==> config.mk <==
export PLATFORM = sky130hd
export DESIGN_NAME = cipher_display_pager
export DESIGN_NICKNAME = d
export VERILOG_FILES = /design/src/rtl/cipher_display_pager_pkg.sv /design/src/rtl/cipher_display_pager_dwell_timer.sv /design/src/rtl/cipher_display_pager.sv
export SDC_FILE = /design/constraint.sdc
export NUM_CORES = 1
export LEC_CHECK = 0
export BUFFER_PORTS_ARGS = -buffer_cell sky130_fd_sc_hd__buf_2
export CAP_MARGIN = 20
export CORE_MARGIN = 1.5
export CORE_UTILIZATION = 42
export CTS_CLUSTER_DIAMETER = 30
export CTS_CLUSTER_SIZE = 10
export DETAILED_ROUTE_END_ITERATION = 16
export GPL_ROUTABILITY_DRIVEN = 0
export PLACE_DENSITY = 0.74
export RECOVER_POWER = 100
export SLEW_MARGIN = 30
export SYNTH_ARGS = -nofsm -noshare
export SYNTH_HDL_FRONTEND = slang
export SYNTH_SLANG_ARGS = --single-unit
==> constraint.sdc <==
create_clock -name clk -period 2 [get_ports clk]
set_input_delay 0.4 -clock clk [delete_from_list [all_inputs] [get_ports clk]]
set_output_delay 0.4 -clock clk [all_outputs]
set_load 0.005 [all_outputs]
==> src/rtl/cipher_display_pager_pkg.sv <==
// Shared widths and pager state encoding for the CRAFT result display path.
package craft_pkg;

    localparam int CRAFT_BLOCK_W = 64;
    localparam int DISP_DATA_W   = 32;

    typedef enum logic [1:0] {
        IDLE    = 2'd0,
        SHOW_HI = 2'd1,
        SHOW_LO = 2'd2
    } pager_state_t;

endpackage

==> src/rtl/cipher_display_pager_dwell_timer.sv <==
// Dwell counter: counts 0..PAGE_CYCLES-1 while run is high and pulses tick on
// the terminal count. clear has priority and restarts the count at zero.
module dwell_timer #(
    parameter int PAGE_CYCLES = 4
) (
    input  logic clk,
    input  logic rstn,
    input  logic run,
    input  logic clear,
    output logic tick
);

    localparam int CW = (PAGE_CYCLES > 1) ? $clog2(PAGE_CYCLES) : 1;
    localparam logic [CW-1:0] TC = CW'(PAGE_CYCLES - 1);

    generate
        if (PAGE_CYCLES < 2) begin : g_bad_dwell
            $error("dwell_timer: PAGE_CYCLES must be >= 2");
        end
    endgenerate

    logic [CW-1:0] count_q, count_d;
    logic          at_tc;

    assign at_tc = (count_q == TC);
    assign tick  = run & ~clear & at_tc;

    always_comb begin
        count_d = count_q;
        if (clear) begin
            count_d = '0;
        end else if (run) begin
            count_d = at_tc ? '0 : count_q + 1'b1;
        end
    end

    always_ff @(posedge clk or negedge rstn) begin
        if (!rstn) begin
            count_q <= '0;
        end else begin
            count_q <= count_d;
        end
    end

endmodule

==> src/rtl/cipher_display_pager.sv <==
// Captures a 64-bit CRAFT result and pages its high/low halves onto the
// seven-segment driver, accepting a new result only after both halves were shown.
module cipher_display_pager
    import craft_pkg::*;
#(
    parameter int CLK_FREQUENCY = 100_000_000,
    parameter int PAGE_MS       = 1000
) (
    input  logic                     clk,
    input  logic                     rstn,
    input  logic                     in_valid,
    input  logic [CRAFT_BLOCK_W-1:0] in_data,
    output logic                     in_ready,
    input  logic                     hold,
    output logic [DISP_DATA_W-1:0]   data,
    output logic                     en,
    output logic                     page,
    output logic                     shown_all
);

    localparam int PAGE_CYCLES = CLK_FREQUENCY / 1000 * PAGE_MS;

    // state   | meaning
    // IDLE    | nothing captured, display disabled
    // SHOW_HI | word[63:32] on the driver, page=0
    // SHOW_LO | word[31:0] on the driver, page=1

    pager_state_t             state_q, state_d;
    logic [CRAFT_BLOCK_W-1:0] word_q, word_d;
    logic [DISP_DATA_W-1:0]   data_q, data_d;
    logic                     page_q, page_d;
    logic                     shown_q, shown_d;
    logic                     ready_q, ready_d;
    logic                     en_q, en_d;
    logic                     capture, run, tick;

    assign capture = in_valid & ready_q;
    assign run     = (state_q != IDLE) & ~hold;

    dwell_timer #(.PAGE_CYCLES(PAGE_CYCLES)) u_dwell (
        .clk   (clk),
        .rstn  (rstn),
        .run   (run),
        .clear (capture),
        .tick  (tick)
    );

    always_comb begin
        state_d = state_q;
        word_d  = word_q;
        data_d  = data_q;
        page_d  = page_q;
        shown_d = shown_q;
        // A capture on the same edge as a dwell terminal restarts on the new word.
        if (capture) begin
            word_d  = in_data;
            state_d = SHOW_HI;
            data_d  = in_data[CRAFT_BLOCK_W-1:DISP_DATA_W];
            page_d  = 1'b0;
            shown_d = 1'b0;
        end else if (tick) begin
            unique case (state_q)
                SHOW_HI: begin
                    state_d = SHOW_LO;
                    data_d  = word_q[DISP_DATA_W-1:0];
                    page_d  = 1'b1;
                end
                SHOW_LO: begin
                    state_d = SHOW_HI;
                    data_d  = word_q[CRAFT_BLOCK_W-1:DISP_DATA_W];
                    page_d  = 1'b0;
                    shown_d = 1'b1;
                end
                default: ;
            endcase
        end
        ready_d = (state_d == IDLE) ? 1'b1 : shown_d;
        en_d    = (state_d != IDLE);
    end

    always_ff @(posedge clk or negedge rstn) begin
        if (!rstn) begin
            state_q <= IDLE;
            word_q  <= '0;
            data_q  <= '0;
            page_q  <= 1'b0;
            shown_q <= 1'b0;
            ready_q <= 1'b1;
            en_q    <= 1'b0;
        end else begin
            state_q <= state_d;
            word_q  <= word_d;
            data_q  <= data_d;
            page_q  <= page_d;
            shown_q <= shown_d;
            ready_q <= ready_d;
            en_q    <= en_d;
        end
    end

    assign in_ready  = ready_q;
    assign data      = data_q;
    assign page      = page_q;
    assign shown_all = shown_q;
    assign en        = en_q;

endmodule
==> impl_metrics.json <==
{
  "synthCells": 616,
  "drt-total-wl_mm": 13.8,
  "synth.distinct_cells": 51,
  "grt.met3_usage": 0.0475,
  "die_w_um": 123,
  "placed_cells_incl_taps": 895,
  "ant_nets": 0,
  "fp.coreArea_mm2": 0.0139,
  "ys_top_cells_by_area": "dfrtp_1 53%, nand2_1 16%, o211ai_2 6.2%, mux2i_1 5.8%, a31oi_1 2.4%",
  "fin_area_mm2": 0.00732,
  "switchingPower_mw": 2.16,
  "ys.flop_type": "dfrtp_1",
  "antenna_found_initial": 0,
  "hold_violations": 0,
  "die_y_um": 123,
  "grt_util_met2": 0.321,
  "ys_async_sr_fraction": 1.00,
  "vdd_drop_max_mv": 0.650,
  "via_count": 4855,
  "required_ps": 2290,
  "cp.arrival_ps": 2200,
  "drive_gt1_frac": 0.217,
  "cts_buffers": 17,
  "setup-tns-final_ps": 0,
  "fmax_mhz": 525,
  "numPortBuffers": 103,
  "area_delta_synth_final_pct": 21.3,
  "via_per_inst": 5.23,
  "finalClockSkew_ps": 13.5,
  "synth_nets": 685,
  "period_share": 0.953,
  "cts_sinks": 129,
  "drtIter0Drc": 354,
  "p_int_mw": 5.64,
  "synth_warnings": 0,
  "clockBufferDepth": 2,
  "initial_utilization": 0.433,
  "pwr-share-comb": 0.162,
  "p_sw_frac": 0.277,
  "slew-limit-headroom": 0.513,
  "root_buffer": "clkbuf_16",
  "clk_latency_ps": 420,
  "num_rows": 43,
  "grt_overflow": 0,
  "rsz0062_at_grt": "false",
  "report.final.slew_viol_count": 0,
  "grt_max_degree": 66,
  "avgSynthCellArea_um2": 9.80,
  "clkPwrFrac": 0.387,
  "finalNonFillerCells": 928,
  "worstMarginPinSlew_ps": 731,
  "startpoint_type": "flop",
  "min_path_cells": 3,
  "wl_per_cell_um": 14.9,
  "syn_area_mm2": 0.00604,
  "cts_tree": "yes",
  "hp-class": "in -> reg",
  "worst_r2r_endpoint": "data[24]",
  "nets": 804,
  "rr_startpoint": "u_dwell.count_q[12]",
  "grt_pass1_wl_mm": 22.9,
  "ys_ff_latch": 129,
  "busiest_layer": "met2",
  "post-cts-setup-buffers": 0,
  "max_cap_viol_count": 0,
  "min_to": "word_q[17]",
  "yosysTopAreaCell": "dfrtp_1",
  "drc": 0,
  "antenna_cells": 0,
  "gr-usage-met1": 0.250,
  "power_density_mw_per_mm2": 1070,
  "status": "finished, final reports clean",
  "synth_seq_area_share": 0.535,
  "cp-end-kind": "flop",
  "die_area_mm2": 0.0151,
  "clkTransAtPathRegs_ps": 60,
  "worstSetupPathType": "reg -> reg",
  "p_seq_frac": 0.450,
  "finalSetupViolCount": 0,
  "dr.pass1.iters": 5,
  "r2r_setup_slack_ps": 90,
  "grt_pass1_vias": 4775,
  "grtUsageTotal": 0.194,
  "place_area_mm2": 0.00693,
  "r2r.worst_path.cells": 6,
  "period_needed_ps": 1910,
  "htreeDepth": 4,
  "hpwl_mm": 9.29,
  "netlist_top_cells_count": "250 x nand2_1, 128 x dfrtp_1, 35 x mux2i_1, 30 x o211ai_2, 23 x a31oi_1",
  "cp_max_fo": 10,
  "synth_edf_count": 0,
  "min_from": "in_data[17]",
  "leakage_nw": 3.50,
  "power_mw": 7.80,
  "yosysMostFrequentCell": "nand2_1",
  "io_pins": 104,
  "synth_top_cell_area_share": 0.530
}
-- worst max-delay path, stage by stage (launching register included) --
cell      delay [ps]
dfrtp_1          410
nor4_4           360
and4_1           350
a41oi_2          210
buf_4            240
nand2_1          110
o211ai_2         100
-- cells by family (layout without fill, tap and decap cells) --
logic type,count (synthesis),count (layout),share of synthesized area
simple gates,316,316,0.233
mux,36,36,0.0599
fa+ha+maj,1,1,0.00207
xor+xnor,1,1,0.00145
flops,129,129,0.535
compound gates,96,96,0.134
buf+inv,37,169,0.0340
-- power by group through the flow --
stage               Sequential (mW)  Combinational [mW]  Clock [mW]
floorplan                      3.50               0.858           0
CTS                            3.51                1.42        3.09
detailed placement             3.55                1.41           0
finish                         3.52                1.27        3.02
global placement               3.53                1.35           0
global route                   3.58                1.47        3.20
-- registers in the layout, indices dropped and copies added, names as in the netlist --
signal / cells
shown_all: 1
word_q: 64
page: 1
u_dwell.count_q: 27
data: 32
state_q: 2
in_ready: 1
en: 1
-- how the worst max path moves through the flow --
stage,start,to,slack (ps),cells past startpoint
6_report,u_dwell.count_q[12],data[24],90,6
5_1_grt,u_dwell.count_q[9],data[25],7,6
4_1_cts,u_dwell.count_q[0],u_dwell.count_q[25],100,7
3_5_place_dp,u_dwell.count_q[0],u_dwell.count_q[25],120,7
3_3_place_gp,u_dwell.count_q[0],u_dwell.count_q[25],130,7
2_1_floorplan,u_dwell.count_q[0],u_dwell.count_q[24],120,8
-- placed cells by master, fill, tap and decap left out, types with 7 or more instances in the layout --
cell type,instances
a21oi_1,16
a31oi_1,23
and4_1,8
buf_2,79
buf_4,20
clkbuf_1,27
clkbuf_16,17
dfrtp_1,128
mux2i_1,35
nand2_1,249
nand3_1,12
nor2_1,13
o211ai_1,27
o211ai_2,7
-- metal layers --
| metal | part of all wire | vias to the layer above |
|---|---|---|
| met5 | 0 | - |
| li1 | - | 2355 |
| met1 | 0.45 | 2350 |
| met2 | 0.49 | 137 |
| met3 | 0.049 | 13 |
| met4 | 0.012 | 0 |
-- layout make-up --
cell class | count | area, um^2
Clock buffer | 21 | 450
Clock inverter | 11 | 131
Fill cell | 1265 | 6610
Inverter | 2 | 7.51
Multi-Input combinational cell | 450 | 2500
Sequential cell | 129 | 3230
Tap cell | 180 | 225
Timing Repair Buffer | 135 | 781
-- per-stage QoR --
step	utilization	worst slack, ps	hold slack (ps)
6_report	0.526	94.0	171
5_1_grt	0.526	6.70	169
4_1_cts	0.539	101	156
3_5_place_dp	0.497	121	265
3_3_place_gp	0.497	134	265
2_1_floorplan	-	116	104
-- timing repair --
action	CTS	global route
endpoints found under the hold margin	8	0
endpoints found under the setup margin	0	1
hold buffers	1	0
gates resized for setup	0	1
No activity file was read; power rests on OpenSTA's default activity.
